**src/rtl/hitfx_pkg.sv**
```systemverilog
// Shared types, constants and palette for the hit-effect sprite source.
package hitfx_pkg;

  typedef enum logic [1:0] {
    MANUAL  = 2'b00,
    LOOP    = 2'b01,
    ONESHOT = 2'b10,
    OFF     = 2'b11
  } mode_t;

  typedef enum logic {
    IDLE = 1'b0,
    PLAY = 1'b1
  } state_t;

  // Scan column that marks the start of a video frame (with y==0).
  localparam int TICK_X = 1;

  // Native width of the palette table entries.
  localparam int PAL_CD = 12;

  // Palette code to colour; code 0 is the transparent key.
  function automatic logic [PAL_CD-1:0] pal_lookup(input logic [3:0] code,
                                                   input logic [PAL_CD-1:0] key);
    case (code)
      4'h0:    pal_lookup = key;
      4'h2:    pal_lookup = 12'hf00;
      4'h9:    pal_lookup = 12'h0f0;
      4'hA:    pal_lookup = 12'h0ff;
      4'hC:    pal_lookup = 12'h630;
      4'hD:    pal_lookup = 12'h500;
      default: pal_lookup = 12'hfff;
    endcase
  endfunction

endpackage

```
**src/rtl/hitfx_sprite_ram.sv**
```systemverilog
// Simple dual-port sprite RAM: one write port, one registered read port.
module hitfx_sprite_ram #(
  parameter int ADDR_WIDTH = 10,
  parameter int DATA_WIDTH = 4
) (
  input  logic                  clk,
  input  logic                  we,
  input  logic [ADDR_WIDTH-1:0] addr_w,
  input  logic [DATA_WIDTH-1:0] data_w,
  input  logic [ADDR_WIDTH-1:0] addr_r,
  output logic [DATA_WIDTH-1:0] data_r
);

  logic [DATA_WIDTH-1:0] mem [2**ADDR_WIDTH];

  // Write and read share the edge; a colliding read sees the old word.
  always_ff @(posedge clk) begin
    if (we) mem[addr_w] <= data_w;
    data_r <= mem[addr_r];
  end

endmodule

```
**src/rtl/hitfx_sprite_src.sv**
```systemverilog
// Animated hit-effect sprite source with manual, looping and one-shot modes.
import hitfx_pkg::*;

module hitfx_sprite_src #(
  parameter int            CD        = 12,
  parameter int            H_SIZE    = 16,
  parameter int            V_SIZE    = 16,
  parameter int            N_FRAMES  = 4,
  parameter int            FRAME_DIV = 10,
  parameter logic [CD-1:0] KEY_COLOR = '0,
  parameter int            ADDR      = $clog2(N_FRAMES) + $clog2(V_SIZE) + $clog2(H_SIZE)
) (
  input  logic                        clk,
  input  logic                        reset,
  input  logic [10:0]                 x,
  input  logic [10:0]                 y,
  input  logic [10:0]                 x0,
  input  logic [10:0]                 y0,
  input  logic [1:0]                  mode,
  input  logic [$clog2(N_FRAMES)-1:0] frame_sel,
  input  logic                        trigger,
  input  logic                        we,
  input  logic [ADDR-1:0]             addr_w,
  input  logic [3:0]                  pixel_in,
  output logic                        busy,
  output logic                        done,
  output logic [CD-1:0]               sprite_rgb
);

  localparam int FW = $clog2(N_FRAMES);
  localparam int HW = $clog2(H_SIZE);
  localparam int VW = $clog2(V_SIZE);
  localparam int DW = (FRAME_DIV > 1) ? $clog2(FRAME_DIV) : 1;

  mode_t          m;
  state_t         state;
  logic [10:0]    x_d1;
  logic [DW-1:0]  div;
  logic [FW-1:0]  frame;
  logic [10:0]    ox, oy;
  logic           frame_tick, adv;

  logic [10:0]    org_x, org_y;
  logic [11:0]    xr, yr;
  logic           in_region, visible;
  logic [FW-1:0]  fidx;
  logic [ADDR-1:0] addr_r;
  logic [3:0]     rd;
  logic           hit1;

  assign m          = mode_t'(mode);
  assign frame_tick = (x_d1 == '0) && (x == 11'(TICK_X)) && (y == '0);
  assign adv        = frame_tick && (div == DW'(FRAME_DIV - 1));

  // Delayed scan column for frame-start detection.
  always_ff @(posedge clk or posedge reset) begin
    if (reset) x_d1 <= '0;
    else       x_d1 <= x;
  end

  // Animation divider/frame counter and one-shot sequencer.
  always_ff @(posedge clk or posedge reset) begin
    if (reset) begin
      state <= IDLE;
      busy  <= 1'b0;
      done  <= 1'b0;
      div   <= '0;
      frame <= '0;
      ox    <= '0;
      oy    <= '0;
    end else begin
      done <= 1'b0;
      if (frame_tick) div <= (div == DW'(FRAME_DIV - 1)) ? '0 : div + 1'b1;
      if (m != ONESHOT) begin
        state <= IDLE;
        busy  <= 1'b0;
        if (adv) frame <= frame + 1'b1;
      end else if (trigger) begin
        // Trigger overrides a coincident advance, including the final one.
        state <= PLAY;
        busy  <= 1'b1;
        ox    <= x0;
        oy    <= y0;
        frame <= '0;
        div   <= '0;
      end else if (state == PLAY && adv) begin
        if (frame == FW'(N_FRAMES - 1)) begin
          state <= IDLE;
          busy  <= 1'b0;
          done  <= 1'b1;
        end else begin
          frame <= frame + 1'b1;
        end
      end
    end
  end

  // Region test in signed scan space so negative offsets never alias.
  always_comb begin
    org_x     = (m == ONESHOT) ? ox : x0;
    org_y     = (m == ONESHOT) ? oy : y0;
    xr        = {1'b0, x} - {1'b0, org_x};
    yr        = {1'b0, y} - {1'b0, org_y};
    in_region = !xr[11] && (xr < 12'(H_SIZE)) && !yr[11] && (yr < 12'(V_SIZE));
    fidx      = (m == MANUAL) ? frame_sel : frame;
    visible   = (m == MANUAL) || (m == LOOP) || (m == ONESHOT && state == PLAY);
    addr_r    = {fidx, yr[VW-1:0], xr[HW-1:0]};
  end

  hitfx_sprite_ram #(
    .ADDR_WIDTH(ADDR),
    .DATA_WIDTH(4)
  ) u_ram (
    .clk    (clk),
    .we     (we),
    .addr_w (addr_w),
    .data_w (pixel_in),
    .addr_r (addr_r),
    .data_r (rd)
  );

  // Stage 1 visibility flag alongside the RAM read; stage 2 palette and key mux.
  always_ff @(posedge clk or posedge reset) begin
    if (reset) begin
      hit1       <= 1'b0;
      sprite_rgb <= KEY_COLOR;
    end else begin
      hit1       <= visible && in_region;
      sprite_rgb <= hit1 ? CD'(pal_lookup(rd, 12'(KEY_COLOR))) : KEY_COLOR;
    end
  end

endmodule

```
**config.mk**
```make
export PLATFORM = sky130hd
export DESIGN_NAME = hitfx_sprite_src
export DESIGN_NICKNAME = d
export VERILOG_FILES = /design/src/rtl/hitfx_pkg.sv /design/src/rtl/hitfx_sprite_ram.sv /design/src/rtl/hitfx_sprite_src.sv
export SDC_FILE = /design/constraint.sdc
export NUM_CORES = 2
export LEC_CHECK = 0
export BUFFER_PORTS_ARGS = -buffer_cell sky130_fd_sc_hd__buf_2
export CAP_MARGIN = 5
export CORE_AREA = 5 5 530 532
export CTS_BUF_LIST = sky130_fd_sc_hd__clkbuf_4
export DETAILED_ROUTE_END_ITERATION = 7
export DIE_AREA = 0 0 535 537
export PLACE_DENSITY = 0.79
export SLEW_MARGIN = 10
export SYNTH_ARGS = -nofsm -noshare
export SYNTH_HDL_FRONTEND = slang
export SYNTH_SLANG_ARGS = --single-unit
```
**constraint.sdc**
```tcl
create_clock -name clk -period 8.3 [get_ports clk]
set_clock_uncertainty 0.05 [all_clocks]
set_input_delay 0.83 -clock clk [delete_from_list [all_inputs] [get_ports clk]]
set_output_delay 0.83 -clock clk [all_outputs]
set_load 0.05 [all_outputs]
```
==> flow_metrics.py <==
metrics = {
    "layout": {
        "drive_gt1_share_pct": 27.63,
        "fillerInstances": 17080,
        "final_nets": 9608,
        "layout.cells.most_common_list": "edfxtp_1, clkbuf_4, nor2_1",
        "fin_area_mm2": 0.1821,
        "areaGrowthSynthToFinish_pct": 10.83,
        "final_common_cell": "edfxtp_1",
    },
    "cts": {
        "numCtsBuffers": 940,
        "clk_path_buf_depth": 4,
        "cts_tree": "built",
        "clk_pin_slew_ns": 0.07,
        "clock_sinks": 4149,
        "cts_resized": 0,
        "cts_max_level": 6,
        "cts_setup_buffers": 0,
        "clkLatencyLatePin_ns": 1.45,
        "root_buffer": "clkbuf_4",
    },
    "routing": {
        "wl_per_cell_um": 28.52,
        "drt-total-wl_mm": 398.1,
        "drc": 0,
        "postRouteAntennaNets": 0,
        "route.vias.total": 90370,
        "first_pass_iters": 6,
        "viasPerCell": 6.473,
        "drtIter0Drc": 11580,
    },
    "yosys": {
        "synth_top_area_share_pct": 74.85,
        "synthFlopType": "edfxtp_1",
        "ys_types": 66,
        "syn-cell-area_mm2": 0.1643,
        "yosys_warnings": 0,
        "synth.avg_cell_area_um2": 18.70,
        "ys_seq_area_share_pct": 75.65,
        "synth_top_area_cell": "edfxtp_1",
        "synth_area_leaders": "edfxtp_1, mux4_2, nor2_1",
        "async_reset_ff_share_pct": 1.181,
        "synth-edff-count": 4096,
        "ys_ff_latch": 4149,
        "synthCells": 8785,
        "synth_nets": 8876,
    },
    "placement": {
        "hpwl_mm": 227.1,
        "numPortBuffers": 79,
        "place_area_mm2": 0.1694,
        "place.gp.congestion": 0.9006,
    },
    "timing": {
        "finalSetupViolCount": 0,
        "fmax_ghz": 0.1388,
        "worst_pin_slew_ns": 1.356,
        "hold_viol": 0,
        "rsz0062_at_grt": "no",
        "slew_violations": 0,
        "layout_min_cycle_time_ns": 7.205,
        "period_share_pct": 86.81,
        "finalSetupTns_ns": 0,
        "maxSlewHeadroom_pct": 9.619,
    },
    "critical_path": {
        "worst-setup-path-type": "input port to register",
        "worst-path-buf-inv": 4,
        "worst_r2r_endpoint": "u_ram.data_r[0]$_DFF_P_",
        "slowest_delay_ns": 1.24,
        "cp_top_family": "compound AO/OA/AOI/OAI gates",
        "reg2reg_from": "ox[0]$_DFFE_PP0P_",
        "cp-end-kind": "register",
        "crit_path_max_fanout": 50,
        "rr_worst_depth": 14,
        "cp.required_ns": 9.44,
        "crit_path_frequent_cell": "nand2_1",
        "crit_slowest_cell": "fa_4",
        "worstPathCellList": "dlygate4sd3_1 -> buf_2 -> nor2b_1 -> nand2_1 -> nand2_1 -> ha_4 -> inv_1 -> fa_4 -> buf_4 -> mux4_2 -> and3_1 -> a211oi_1 -> a31oi_1 -> a32oi_1 -> a41oi_1 -> nor4_1 -> o221ai_1",
        "worstPathArrival_ns": 8.34,
        "cp-start-kind": "input port",
        "ff2ff_setup_slack_ns": 1.30,
    },
    "floorplan": {
        "pin_count": 80,
        "core-area_mm2": 0.2755,
        "die_x_um": 535,
        "die_h_um": 537,
        "num_rows": 193,
        "dieArea_mm2": 0.2873,
        "start_util_pct": 59.64,
    },
    "pwr": {
        "powerDensity_mw_per_mm2": 244.1,
        "worst_ir_drop_vdd_mv": 0.1207,
        "p_total_mw": 44.46,
        "leakage_nw": 58.08,
    },
    "grt": {
        "grt_pass1_vias": 93110,
        "antenna_found_initial": 21,
        "grt_first_pass_wirelength_mm": 592.8,
        "grt_max_degree": 248,
        "track_usage_pct": 27.78,
        "gr-total-overflow": 0,
    },
    "job": {
        "drv_cap": 0,
    },
    "min_path": {
        "hp-class": "input port to async pin",
    },
    "outcome": {
        "outcome": "complete, no violations",
    },
}
## per-layer routing
metal / track usage [%] / share of wire [%] / wire length [µm] / up-vias
met5: 0 / 0.028 / 112 / -
met2: 44.46 / 49 / 193400 / 6509
met3: 7.079 / 12 / 48780 / 964
met4: 11.44 / 4.2 / 16670 / 16
met1: 37.12 / 35 / 139200 / 45790
li1: - / - / - / 37080
## tightest hold or removal path: stages
cell and delay [ns]:
dlygate4sd3_1 0.52, buf_2 0.12, inv_2 0.75
## cell families after synthesis
family                   Yosys count  share of synthesized area (%)
AND/OR/NAND/NOR                 2468                          6.214
adder cells (fa/ha/maj)           25                         0.1995
multiplexers                    1171                          14.93
buffers and inverters            625                          1.604
XOR/XNOR                          15                        0.07996
AO/OA/AOI/OAI                    332                          1.322
flip-flops                      4149                          75.65
## cell type report
class | instances | area [µm²] | area share, %
Antenna cell | 15 | 37.54 | 0.02061
Clock buffer | 1344 | 10090 | 5.540
Clock inverter | 321 | 1569 | 0.8616
Inverter | 18 | 67.56 | 0.03710
Multi-Input combinational cell | 4011 | 37780 | 20.74
Sequential cell | 4149 | 124300 | 68.26
Tap cell | 3705 | 4636 | 2.546
Timing Repair Buffer | 397 | 3633 | 1.995
## flip-flops by register name, indices dropped and copies added, names as in the netlist, 2 cells and up
register,count
div,4
frame,2
ox,11
oy,11
sprite_rgb,7
u_ram.data_r,4
u_ram.mem,4096
x_d1,11
## synthesized netlist by cell type, types with 6 or more instances
cell      instances
nor3b_1          10
or4_1             6
a32oi_1          35
nand2_1         885
a211oi_1         35
ha_1             23
nor2b_1          11
a21oi_1          72
mux4_2         1024
o22ai_1          50
o21ai_0          23
nand4_1          50
nor2_1         1053
nor3_1           25
mux2i_1         147
nor4_1           30
o21ai_1           7
nand2b_1          6
buf_2           150
inv_1            18
and3_1           41
nand3_1         328
buf_1           110
o21a_1            7
edfxtp_1       4096
xor2_1            8
dfrtp_1          49
buf_4            21
a41oi_1           9
a31oi_1          68
clkbuf_1        323
xnor2_1           7
## report_power, final
part	switching, mW	total (mW)	internal [mW]
logic	3.66	5.93	2.28
registers	0.0480	23.1	23.0
clock network	7.74	15.4	7.69
total	11.4	44.5	33.0
## per-stage QoR
step	worst slack [ns]	hold WS (ns)	cells	utilization, %
2_1_floorplan	3.497	0.3950	8785	-
3_3_place_gp	0.4820	0.4066	12180	61.48
3_5_place_dp	0.4403	0.4117	12180	61.49
4_1_cts	1.395	0.01795	13950	66.08
5_1_grt	0.9508	0.08862	13950	66.09
6_report	1.095	0.1552	13960	66.10
## how the worst max path moves through the flow
stage | startpoint | end | slack (ns) | depth (start not counted)
detailed placement | mode[1] | u_ram.data_r[0]$_DFF_P_ | 0.44 | 16
global route | mode[1] | u_ram.data_r[0]$_DFF_P_ | 0.95 | 17
finish | mode[0] | u_ram.data_r[0]$_DFF_P_ | 1.09 | 17
global placement | mode[1] | u_ram.data_r[0]$_DFF_P_ | 0.48 | 16
floorplan | mode[0] | u_ram.data_r[0]$_DFF_P_ | 3.50 | 20
CTS | ox[0]$_DFFE_PP0P_ | u_ram.data_r[0]$_DFF_P_ | 1.39 | 14
## repair_timing
item | CTS | global route
hold buffers | 99 | 0
setup endpoints to repair | 0 | 0
hold endpoints to repair | 572 | 0
Note: power is estimated with default switching activity, not from simulation.
